===== src/rtl/serial_deserializer.sv =====
// serial_deserializer: turns edge-detector strobes plus a synchronized serial line into
// DATA_WIDTH-bit words, presented on a one-entry valid/ready holding register.
// A frame gate discards partial words. An inactivity timeout also discards them and
// reports the discard with a one-cycle pulse.
module serial_deserializer #(
  parameter int DATA_WIDTH     = 8,
  parameter int MSB_FIRST      = 1,
  parameter int TIMEOUT_CYCLES = 1200
) (
  input  logic                  sys_clk,
  input  logic                  rst,
  input  logic                  sample_strb,
  input  logic                  data_in,
  input  logic                  frame_active,
  output logic [DATA_WIDTH-1:0] data_out,
  output logic                  data_valid,
  input  logic                  data_ready,
  output logic                  overrun,
  output logic                  timeout,
  output logic                  busy
);

  localparam int CW = $clog2(DATA_WIDTH + 1);
  localparam int IW = (TIMEOUT_CYCLES > 0) ? $clog2(TIMEOUT_CYCLES + 1) : 1;
  localparam bit TIMEOUT_EN = (TIMEOUT_CYCLES > 0);
  localparam logic [CW-1:0] LAST_BIT  = CW'(DATA_WIDTH - 1);
  localparam logic [IW-1:0] IDLE_LAST = (TIMEOUT_CYCLES > 0) ? IW'(TIMEOUT_CYCLES - 1) : '0;

  typedef enum logic {IDLE, SHIFT} state_t;

  state_t                state;
  logic [DATA_WIDTH-1:0] shift_reg;
  logic [DATA_WIDTH-1:0] shifted;
  logic [CW-1:0]         bit_cnt;
  logic [IW-1:0]         idle_cnt;
  logic                  take_bit;
  logic                  word_done;
  logic                  idle_hit;
  logic                  load_word;

  // Decode this cycle's events. A strobe counts only once the registered state has seen
  // the frame open, and only while the frame is still open. Closing the frame therefore
  // takes priority over a coincident strobe.
  always_comb begin
    take_bit  = (state == SHIFT) && frame_active && sample_strb;
    if (MSB_FIRST != 0) begin
      shifted = {shift_reg[DATA_WIDTH-2:0], data_in};
    end else begin
      shifted = {data_in, shift_reg[DATA_WIDTH-1:1]};
    end
    word_done = take_bit && (bit_cnt == LAST_BIT);
    idle_hit  = TIMEOUT_EN && frame_active && !take_bit && (bit_cnt != '0) &&
                (idle_cnt == IDLE_LAST);
    load_word = word_done && (!data_valid || data_ready);
  end

  // Frame state, shift datapath, inactivity counter, holding register and status pulses.
  always_ff @(posedge sys_clk or negedge rst) begin
    if (!rst) begin
      state      <= IDLE;
      shift_reg  <= '0;
      bit_cnt    <= '0;
      idle_cnt   <= '0;
      data_out   <= '0;
      data_valid <= 1'b0;
      overrun    <= 1'b0;
      timeout    <= 1'b0;
      busy       <= 1'b0;
    end else begin
      state   <= frame_active ? SHIFT : IDLE;
      overrun <= word_done && data_valid && !data_ready;
      timeout <= idle_hit;

      if (!frame_active) begin
        shift_reg <= '0;
        bit_cnt   <= '0;
        idle_cnt  <= '0;
        busy      <= 1'b0;
      end else if (take_bit) begin
        shift_reg <= shifted;
        idle_cnt  <= '0;
        if (word_done) begin
          bit_cnt <= '0;
          busy    <= 1'b0;
        end else begin
          bit_cnt <= bit_cnt + CW'(1);
          busy    <= 1'b1;
        end
      end else if (idle_hit) begin
        shift_reg <= '0;
        bit_cnt   <= '0;
        idle_cnt  <= '0;
        busy      <= 1'b0;
      end else if (TIMEOUT_EN && (bit_cnt != '0)) begin
        idle_cnt <= idle_cnt + IW'(1);
      end

      if (load_word) begin
        data_out   <= shifted;
        data_valid <= 1'b1;
      end else if (data_valid && data_ready) begin
        data_valid <= 1'b0;
      end
    end
  end

endmodule


===== config.mk =====
export PLATFORM = sky130hd
export DESIGN_NAME = serial_deserializer
export DESIGN_NICKNAME = d
export VERILOG_FILES = /design/src/rtl/serial_deserializer.sv
export SDC_FILE = /design/constraint.sdc
export NUM_CORES = 1
export LEC_CHECK = 0
export ABC_AREA = 1
export BUFFER_PORTS_ARGS = -buffer_cell sky130_fd_sc_hd__buf_2
export CAP_MARGIN = 20
export CORE_MARGIN = 10
export CORE_UTILIZATION = 35
export DETAILED_ROUTE_END_ITERATION = 8
export PLACE_DENSITY = 0.64
export SYNTH_ARGS = -nofsm -noshare
export SYNTH_HDL_FRONTEND = slang
export SYNTH_SLANG_ARGS = --single-unit
export TNS_END_PERCENT = 5

===== constraint.sdc =====
create_clock -name sys_clk -period 2.2 [get_ports sys_clk]
set_clock_uncertainty 0.2 [all_clocks]
set_input_delay 0.44 -clock sys_clk [delete_from_list [all_inputs] [get_ports sys_clk]]
set_output_delay 0.44 -clock sys_clk [all_outputs]
set_load 0.005 [all_outputs]

==> flow_metrics.py, run 1 <==
metrics = {
    "floorplan": {
        "start_util_pct": 36.5,
        "num_rows": 25,
        "ios": 18,
        "core_area_mm2": 0.00475,
        "fp.dieW_um": 90.4,
        "dieArea_mm2": 0.00817,
        "die_h_um": 90.4,
    },
    "logic_synthesis": {
        "synth_fa_ha_area_share_pct": 2.16,
        "seq_area_frac_synth_pct": 50.5,
        "ys_ff_latch": 35,
        "syn_nets": 218,
        "synth_xor_area_share_pct": 0.505,
        "synth_top_family_by_area": "simple AND/OR/NAND/NOR gates",
        "netlist_instances": 209,
        "ys_types": 24,
        "synthSimpleGateAreaFrac_pct": 32.7,
        "yosysWarnings": 0,
        "syn_avg_cell_area_um2": 8.30,
        "syn_area_mm2": 0.00173,
        "synth_mux_area_share_pct": 0,
        "synth-compound-area-share_pct": 6.28,
    },
    "routing": {
        "drt_iter0_markers": 92,
        "ant_nets": 0,
        "drcViolationCount": 0,
        "vias": 1374,
        "via_per_inst": 4.56,
        "drt-wirelength-per-cell_um": 10.9,
        "drtPass1Iterations": 5,
        "wirelength_um": 3280,
    },
    "power": {
        "totalPowerFinal_mw": 1.31,
        "peakVddDrop_uv": 231,
        "powerDensity_mw_per_mm2": 649,
        "leakage_nw": 1.01,
        "power_frac_clock_pct": 44.0,
        "p_int_mw": 1.01,
        "seq_power_share_pct": 50.3,
        "power_switching_mw": 0.297,
        "swShare_pct": 22.8,
        "power_frac_comb_pct": 5.7,
    },
    "timing": {
        "whs_ns": 0.0970,
        "hold_viol_final": 0,
        "fmax_mhz": 562,
        "finalSetupTns_ns": 0,
        "worst_pin_slew_ns": 0.439,
        "slew_headroom_pct": 70.7,
        "maxSlewViolCount": 0,
        "final.period_utilization_pct": 80.9,
        "rsz0062_at_grt": "no",
        "finalCriticalPeriod_ns": 1.78,
        "finalSetupViolCount": 0,
    },
    "setup_path": {
        "cp_top_family": "simple AND/OR/NAND/NOR gates",
        "cp_max_fo": 9,
        "startpoint_type": "flip-flop",
        "crit_path_cell_trace": "inv_1, ha_1, nand2_1, nor2_4, nor2_1, nand2_2, nand2_1, a21oi_1",
        "cpPeakStageDelay_ns": 0.41,
        "endpoint_kind": "flip-flop",
        "cp_num_buf_inv": 1,
        "crit_arrival_ns": 1.79,
        "criticalPathCategory": "reg2reg",
        "worst_path_max_delay_cell": "dfrtp_1",
        "cp.required_ns": 2.21,
        "cpMostUsedCell": "nand2_1",
    },
    "global_route": {
        "grt_pass1_vias": 1305,
        "grt_max_degree": 36,
        "grt_use_total_pct": 8.71,
        "grt_pass1_wl_um": 5930,
        "grt_antenna_before_repair": 0,
        "gr-total-overflow": 0,
    },
    "clock_tree": {
        "cts_buffers": 5,
        "cts_setup_buffers": 0,
        "root_buffer": "clkbuf_8",
        "cts_tree": "done",
        "clk_pin_slew_ns": 0.07,
        "htreeDepth": 2,
        "ctsResizeCount": 0,
        "cts_sinks": 35,
        "clockBufferDepth": 2,
        "clk_latency_ns": 0.29,
        "ctsHoldBuffers": 1,
    },
    "hold_path": {
        "hp-class": "in2reg",
    },
    "cells_and_area": {
        "fin_nets": 242,
        "area_growth_syn_to_layout_pct": 16.1,
        "instances_no_fill": 301,
        "antennaDiodeCount": 0,
        "fin_area_mm2": 0.00201,
        "drive_gt1_share_pct": 18.4,
        "largest_reg_flops": 11,
    },
    "placement": {
        "portBuffers": 17,
        "routabilityCongestion": 0.821,
        "place_area_mm2": 0.00189,
        "placed_cells": 292,
        "hpwl_um": 2350,
    },
    "flow_run": {
        "drv_cap": 0,
    },
    "run_status": {
        "status": "complete, no violations",
    },
}
## layout by cell type, fill, tap and decap left out
cell	instances
dfrtp_1	35
nor3_1	1
a21oi_4	1
clkbuf_8	5
buf_2	17
nand4_1	5
o21bai_1	1
nand3_1	28
clkinv_2	1
a21oi_1	2
nand2_1	65
buf_4	3
dlygate4sd3_1	1
clkinv_4	1
o21ai_2	8
nor2_4	1
nand2_2	1
inv_2	1
nor2_1	19
or2_2	1
xor2_1	1
o21ai_0	1
ha_1	3
nand2_4	1
nand3b_1	3
inv_1	26
nand3_4	1
bufinv_16	1
## metal layers
| layer | wire length [µm] | share of wire (%) | track usage [%] | vias to the layer above |
|---|---|---|---|---|
| li1 | - | - | - | 707 |
| met3 | 137 | 4.2 | 2.66 | 6 |
| met1 | 1600 | 49 | 10.9 | 637 |
| met2 | 1460 | 44 | 12.9 | 24 |
| met5 | 0 | 0 | 0 | - |
| met4 | 83 | 2.5 | 5.17 | 0 |
## power by group through the flow
| stage | Clock [mW] | Sequential, mW | Combinational, mW |
|---|---|---|---|
| 2_1_floorplan | 0 | 0.669 | 0.0446 |
| 3_3_place_gp | 0 | 0.670 | 0.0739 |
| 5_1_grt | 0.619 | 0.658 | 0.0857 |
| 6_report | 0.575 | 0.657 | 0.0745 |
| 4_1_cts | 0.588 | 0.657 | 0.0765 |
| 3_5_place_dp | 0 | 0.670 | 0.0749 |
## cell type report
class                      instances  area [µm²]
fill                             489        2740
sequential                        35         876
multi-input combinational        143         722
timing repair buffer              21         118
inverter                          27         101
tap                               67        83.8
clock buffer                       5        68.8
clock inverter                     3        43.8
## through the flow
| stage | worst slack [ns] | utilization [%] |
|---|---|---|
| floorplan | 0.633 | - |
| global placement | 0.454 | 39.8 |
| detailed placement | 0.426 | 39.8 |
| CTS | 0.415 | 42.3 |
| global route | 0.181 | 42.3 |
| finish | 0.419 | 42.3 |
## synthesized netlist by cell type
master    number  area share (%)
nor2_1        19             4.1
nand2_2        1            0.36
o21bai_1       1            0.43
buf_4          1            0.43
nand3_4        1             1.0
nor2_4         1            0.65
dfrtp_1       35              51
xor2_1         1            0.51
nand2_1       65              14
a21oi_4        1            0.94
nand2_4        1            0.65
buf_2          1            0.29
inv_1         26             5.6
nor3_1         1            0.29
o21ai_0        1            0.29
ha_1           3             2.2
nand3b_1       3             1.3
buf_6          2             1.3
nand3_1       28             8.1
inv_2          1            0.22
nand4_1        5             1.8
o21ai_2        8             4.0
a21oi_1        2            0.58
or2_2          1            0.36
## cell families after synthesis
kind of cell	count (synthesis)
flops	35
compound gates	13
xor+xnor	1
simple gates	126
fa+ha+maj	3
buf+inv	31
## path summary, 6_finish.rpt
kind,from,to,slack [ns],cells past startpoint
worst max register to register,bit_cnt[0],idle_cnt[2],0.42,8
worst max-delay path,bit_cnt[0],idle_cnt[2],0.42,8
max in group asynchronous,rst,idle_cnt[4],0.98,3
min in group asynchronous,rst,idle_cnt[1],0.51,3
worst min register to register,data_out[2],data_out[2],0.28,2
worst min-delay path,frame_active,state,0.1,1
(Power assumes the default switching activity.)
==> run 2, diff against run 1 <==
==> constraint.sdc (replaced) <==
create_clock -name sys_clk -period 1.75 [get_ports sys_clk]
set_clock_uncertainty 0.2 [all_clocks]
set_input_delay 0.35 -clock sys_clk [delete_from_list [all_inputs] [get_ports sys_clk]]
set_output_delay 0.35 -clock sys_clk [all_outputs]
set_load 0.005 [all_outputs]
==> run 2 against run 1 <==
  * Fmax is 9.2% higher
  * Largest power group unchanged
  * Worst hold slack worse by 0.080 ns
  * Highest routed layer unchanged
  * Sequential power grew 26%
  * Sequential share of layout area shrank 0.16 points
  * Critical endpoint is now idle_cnt[7]
==> flow_metrics.py, run 2 (synthesis results as in run 1) <==
metrics = {
    "run_status": {
        "status": "complete, no violations",
    },
    "power": {
        "leakage_nw": 1.01,
        "powerDensity_mw_per_mm2": 734,
        "peakVddDrop_uv": 237,
    },
    "placement": {
        "pre_cts_ws_ns": 0.0782,
        "hpwl_um": 2350,
        "routabilityCongestion": 0.819,
        "place_area_mm2": 0.00191,
        "portBuffers": 17,
        "placed_cells": 293,
    },
    "timing": {
        "finalSetupViolCount": 0,
        "slew_headroom_pct": 73.5,
        "final.period_utilization_pct": 93.2,
        "fmax_mhz": 613,
        "maxSlewViolCount": 0,
        "finalSetupTns_ns": 0,
        "worst_pin_slew_ns": 0.395,
        "setup_ws_ns": 0.120,
        "rsz0062_at_grt": "yes",
        "finalCriticalPeriod_ns": 1.63,
        "hold_viol_final": 0,
        "whs_ns": 0.0165,
    },
    "clock_tree": {
        "clk_pin_slew_ns": 0.07,
        "htreeDepth": 2,
        "root_buffer": "clkbuf_8",
        "cts_buffers": 5,
        "cts_setup_buffers": 0,
        "cts_tree": "done",
        "clockBufferDepth": 2,
        "cts_sinks": 35,
        "clk_latency_ns": 0.28,
    },
    "setup_path": {
        "startpoint_type": "flip-flop",
        "endpoint_kind": "flip-flop",
        "cp_max_fo": 16,
        "criticalPathCategory": "reg2reg",
        "crit_arrival_ns": 1.64,
        "cp.required_ns": 1.76,
    },
    "floorplan": {
        "die_h_um": 90.4,
        "fp.dieW_um": 90.4,
        "core_area_mm2": 0.00475,
        "num_rows": 25,
        "start_util_pct": 36.5,
        "ios": 18,
        "dieArea_mm2": 0.00817,
    },
    "routing": {
        "drt-wirelength-per-cell_um": 10.7,
        "ant_nets": 0,
        "drt_iter0_markers": 98,
        "via_per_inst": 4.54,
        "vias": 1372,
        "drtPass1Iterations": 4,
        "wirelength_um": 3220,
        "drcViolationCount": 0,
    },
    "global_route": {
        "gr-usage-met1_pct": 10.4,
        "met3_usage_pct": 1.91,
        "busiest_layer": "met2",
        "grt_pass1_vias": 1294,
        "grt_pass1_wl_um": 5840,
        "grt_antenna_before_repair": 0,
        "use_met2_pct": 12.9,
        "grt_use_total_pct": 8.56,
        "gr-total-overflow": 0,
        "grt_max_degree": 22,
    },
    "cells_and_area": {
        "final_cell_mix": "64 x nand2_1, 35 x dfrtp_1, 28 x nand3_1, 26 x inv_1, 18 x nor2_1",
        "n_fill_cell": 474,
        "instances_no_fill": 302,
        "final_common_cell": "nand2_1",
        "drive_gt1_share_pct": 19.6,
        "fin_area_mm2": 0.00202,
        "largest_reg_flops": 11,
        "fin_nets": 243,
        "area_growth_syn_to_layout_pct": 16.5,
        "antennaDiodeCount": 0,
    },
    "flow_run": {
        "drv_cap": 0,
    },
    "hold_path": {
        "hp-class": "in2reg",
    },
}
==> run 2: what timing repair did <==
action	CTS	global route
endpoints found under the hold margin	14	0
resized for setup	0	5
endpoints found under the setup margin	0	23
hold buffers	1	0
==> run 2: path summary, 6_finish.rpt <==
kind,from,end,slack [ns],cells past startpoint
min in group asynchronous,rst,overrun,0.31,2
worst min-delay path,frame_active,state,0.02,1
max in group asynchronous,rst,data_out[0],0.61,3
worst max-delay path,bit_cnt[0],idle_cnt[7],0.12,9
worst min register to register,data_out[6],data_out[6],0.28,2
worst max register to register,bit_cnt[0],idle_cnt[7],0.12,9
==> run 2: critical path: stages (launching register included) <==
cell	delay, ns
dfrtp_1	0.41
inv_1	0.08
ha_1	0.16
nand2_1	0.09
nor2_4	0.14
nor2_2	0.05
nand2_2	0.09
buf_8	0.15
nand3_1	0.08
nor2_1	0.10
==> run 2: cell type report <==
cell class / count / area [µm²] / share of cell area [%]
flip-flops and latches: 35 / 876 / 43.3
multi-input cells: 143 / 729 / 36.1
repair buffers: 22 / 145 / 7.18
inverters: 27 / 101 / 5.02
well taps: 67 / 83.8 / 4.15
clock buffers: 6 / 72.6 / 3.59
clock inverters: 2 / 12.5 / 0.619
==> run 2: metrics by stage <==
| stage | power [mW] | utilization, % |
|---|---|---|
| 2_1_floorplan | 0.897 | - |
| 3_3_place_gp | 0.940 | 40.2 |
| 3_5_place_dp | 0.940 | 40.2 |
| 4_1_cts | 1.52 | 42.2 |
| 5_1_grt | 1.56 | 42.5 |
| 6_report | 1.48 | 42.5 |
==> run 2: report_power, final <==
| group | internal (mW) | switching, mW |
|---|---|---|
| sequential | 0.818 | 0.00862 |
| clock | 0.278 | 0.280 |
| combinational | 0.0317 | 0.0670 |
| total | 1.13 | 0.355 |
==> run 2: routing by layer <==
layer | up-vias | share of wire [%]
met2 | 29 | 45
met3 | 4 | 4.4
met5 | - | 0
met1 | 627 | 49
met4 | 0 | 2.0
li1 | 712 | -
==> run 3, diff against run 2 <==
==> constraint.sdc (replaced) <==
create_clock -name sys_clk -period 1.9 [get_ports sys_clk]
set_clock_uncertainty 0.2 [all_clocks]
set_input_delay 0.38 -clock sys_clk [delete_from_list [all_inputs] [get_ports sys_clk]]
set_output_delay 0.38 -clock sys_clk [all_outputs]
set_load 0.005 [all_outputs]
==> run 3 against run 2 <==
  * Setup slack gained 0.096 ns
  * Cell count fell by 0.33%
  * Sequential share of layout area down 0.21 points
  * Routed wire length up 1.3%
  * First-iteration DRC count shrank 45%
  * Critical path depth unchanged
  * Largest power group unchanged
  * Combinational power shrank 8.9%
  * Utilization is 0.21 points higher
  * Clock power is 24% higher
  * Register-to-register slack improved by 0.096 ns
  * Non-clock buffer count shrank 1
==> flow_metrics.py, run 3 (synthesis results as in run 1) <==
metrics = {
    "floorplan": {
        "dieArea_mm2": 0.00817,
        "fp.dieW_um": 90.4,
        "core_area_mm2": 0.00475,
        "num_rows": 25,
        "start_util_pct": 36.5,
        "die_h_um": 90.4,
        "ios": 18,
    },
    "clock_tree": {
        "clk_pin_slew_ns": 0.07,
        "cts_buffers": 5,
        "clk_latency_ns": 0.28,
        "clockBufferDepth": 2,
        "htreeDepth": 2,
        "root_buffer": "clkbuf_8",
        "cts_tree": "done",
        "cts_sinks": 35,
    },
    "timing": {
        "finalSetupTns_ns": 0,
        "rsz0062_at_grt": "no",
        "worst_pin_slew_ns": 0.377,
        "maxSlewViolCount": 0,
        "setup_ws_ns": 0.215,
        "final.period_utilization_pct": 88.7,
        "hold_viol_final": 0,
        "slew_headroom_pct": 74.8,
        "finalCriticalPeriod_ns": 1.68,
        "finalSetupViolCount": 0,
        "fmax_mhz": 594,
    },
    "setup_path": {
        "endpoint_kind": "flip-flop",
        "rr_startpoint": "bit_cnt[0]",
        "worstSetupStartpoint": "bit_cnt[0]",
        "worst_path_max_delay_cell": "dfrtp_1",
        "crit_arrival_ns": 1.70,
        "r2r-end": "idle_cnt[7]",
        "cp_num_buf_inv": 2,
        "criticalPathCategory": "reg2reg",
        "path_depth": 9,
        "cp_max_fo": 16,
        "critical_path.endpoint": "idle_cnt[7]",
        "cpPeakStageDelay_ns": 0.41,
        "r2r_slack_ns": 0.22,
        "startpoint_type": "flip-flop",
        "ff2ff_path_depth": 9,
        "cp.required_ns": 1.91,
        "cp_top_family": "simple AND/OR/NAND/NOR gates",
        "crit_path_cell_trace": "inv_1, ha_1, nand2_1, nor2_4, nor2_1, nand2_2, buf_4, nand3_1, nor2_1",
        "cpMostUsedCell": "nor2_1",
    },
    "placement": {
        "routabilityCongestion": 0.835,
        "portBuffers": 17,
        "pre_cts_ws_ns": 0.218,
        "hpwl_um": 2280,
        "placed_cells": 292,
    },
    "power": {
        "peakVddDrop_uv": 290,
        "leakage_nw": 1.02,
        "powerDensity_mw_per_mm2": 758,
    },
    "global_route": {
        "grt_max_degree": 36,
        "grt_use_total_pct": 8.37,
        "grt_antenna_before_repair": 0,
        "grt_pass1_wl_um": 5760,
        "gr-usage-met1_pct": 9.79,
        "gr-total-overflow": 0,
        "met3_usage_pct": 2.83,
        "busiest_layer": "met2",
        "use_met2_pct": 13.2,
        "grt_pass1_vias": 1304,
    },
    "routing": {
        "drt-wirelength-per-cell_um": 10.8,
        "ant_nets": 0,
        "vias": 1331,
        "drcViolationCount": 0,
        "via_per_inst": 4.42,
        "drtPass1Iterations": 4,
        "drt_iter0_markers": 54,
        "wirelength_um": 3260,
    },
    "flow_run": {
        "drv_cap": 0,
    },
    "cells_and_area": {
        "multi_input_area_um2": 722,
        "register_area_um2": 876,
        "fin_nets": 242,
        "drive_gt1_share_pct": 18.4,
        "final_common_cell": "nand2_1",
        "final_cell_mix": "65 x nand2_1, 35 x dfrtp_1, 28 x nand3_1, 26 x inv_1, 19 x nor2_1",
        "area_growth_syn_to_layout_pct": 17.1,
        "antennaDiodeCount": 0,
        "n_fill_cell": 502,
        "instances_no_fill": 301,
        "largest_reg_flops": 11,
    },
    "run_status": {
        "status": "complete, no violations",
    },
    "hold_path": {
        "hp-class": "in2reg",
    },
}
## run 3: cell count changes in the layout (fill, tap and decap cells not counted)
cell and change:
buf_8 -1, bufinv_16 +1, clkbuf_1 -1, clkbuf_8 +1, clkinvlp_4 -1, ha_1 +1, ha_2 -1, nand2_1 +1
nand2_2 -1, nor2_1 +1, nor2_2 -1
## run 3: cell type report
cell class              count  share of cell area, %
inverters                  27                   4.99
flip-flops and latches     35                   43.1
well taps                  67                   4.13
repair buffers             21                   6.41
clock buffers               6                   4.07
multi-input cells         143                   35.6
clock inverters             2                   1.73
## run 3: what timing repair did
item                                   CTS  global route
setup endpoints to repair                0             0
hold buffers                             1             0
setup buffers                            0             0
gates resized for setup                  0             0
endpoints found under the hold margin   35             0
## run 3: where the power goes
part / total [mW] / internal (mW) / leakage [nW] / switching (mW)
clock: 0.688 / 0.424 / 0.0612 / 0.263
sequential: 0.761 / 0.753 / 0.484 / 0.00787
combinational: 0.0899 / 0.0281 / 0.476 / 0.0618
## run 3: layer usage
| metal | up-vias | wire (µm) |
|---|---|---|
| met2 | 20 | 1440 |
| met1 | 604 | 1610 |
| met3 | 2 | 156 |
| met4 | 0 | 51 |
| li1 | 705 | - |
| met5 | - | 0 |
## run 3: through the flow
stage / hold WS (ns) / utilization, % / area, µm² / power (mW)
2_1_floorplan: -0.116 / - / 1730 / 0.826
3_3_place_gp: 0.154 / 40.0 / 1900 / 0.865
3_5_place_dp: 0.156 / 40.0 / 1900 / 0.866
4_1_cts: 0.0343 / 42.7 / 2030 / 1.56
5_1_grt: 0.0405 / 42.7 / 2030 / 1.61
6_report: 0.0400 / 42.7 / 2030 / 1.54
## run 3: how the worst min path moves through the flow
stage / startpoint / endpoint / slack [ns] / depth (start not counted)
global placement: rst / idle_cnt[8] / 0.15 / 2
detailed placement: rst / idle_cnt[8] / 0.16 / 2
global route: frame_active / state / 0.04 / 1
floorplan: rst / bit_cnt[0] / -0.12 / 0
finish: frame_active / state / 0.04 / 1
CTS: frame_active / state / 0.03 / 1
## run 3: worst register-to-register path, stage by stage (launching register included)
cell and delay [ns]:
dfrtp_1 0.41, inv_1 0.09, ha_1 0.18, nand2_1 0.09
nor2_4 0.13, nor2_1 0.07, nand2_2 0.07, buf_4 0.21
nand3_1 0.09, nor2_1 0.10
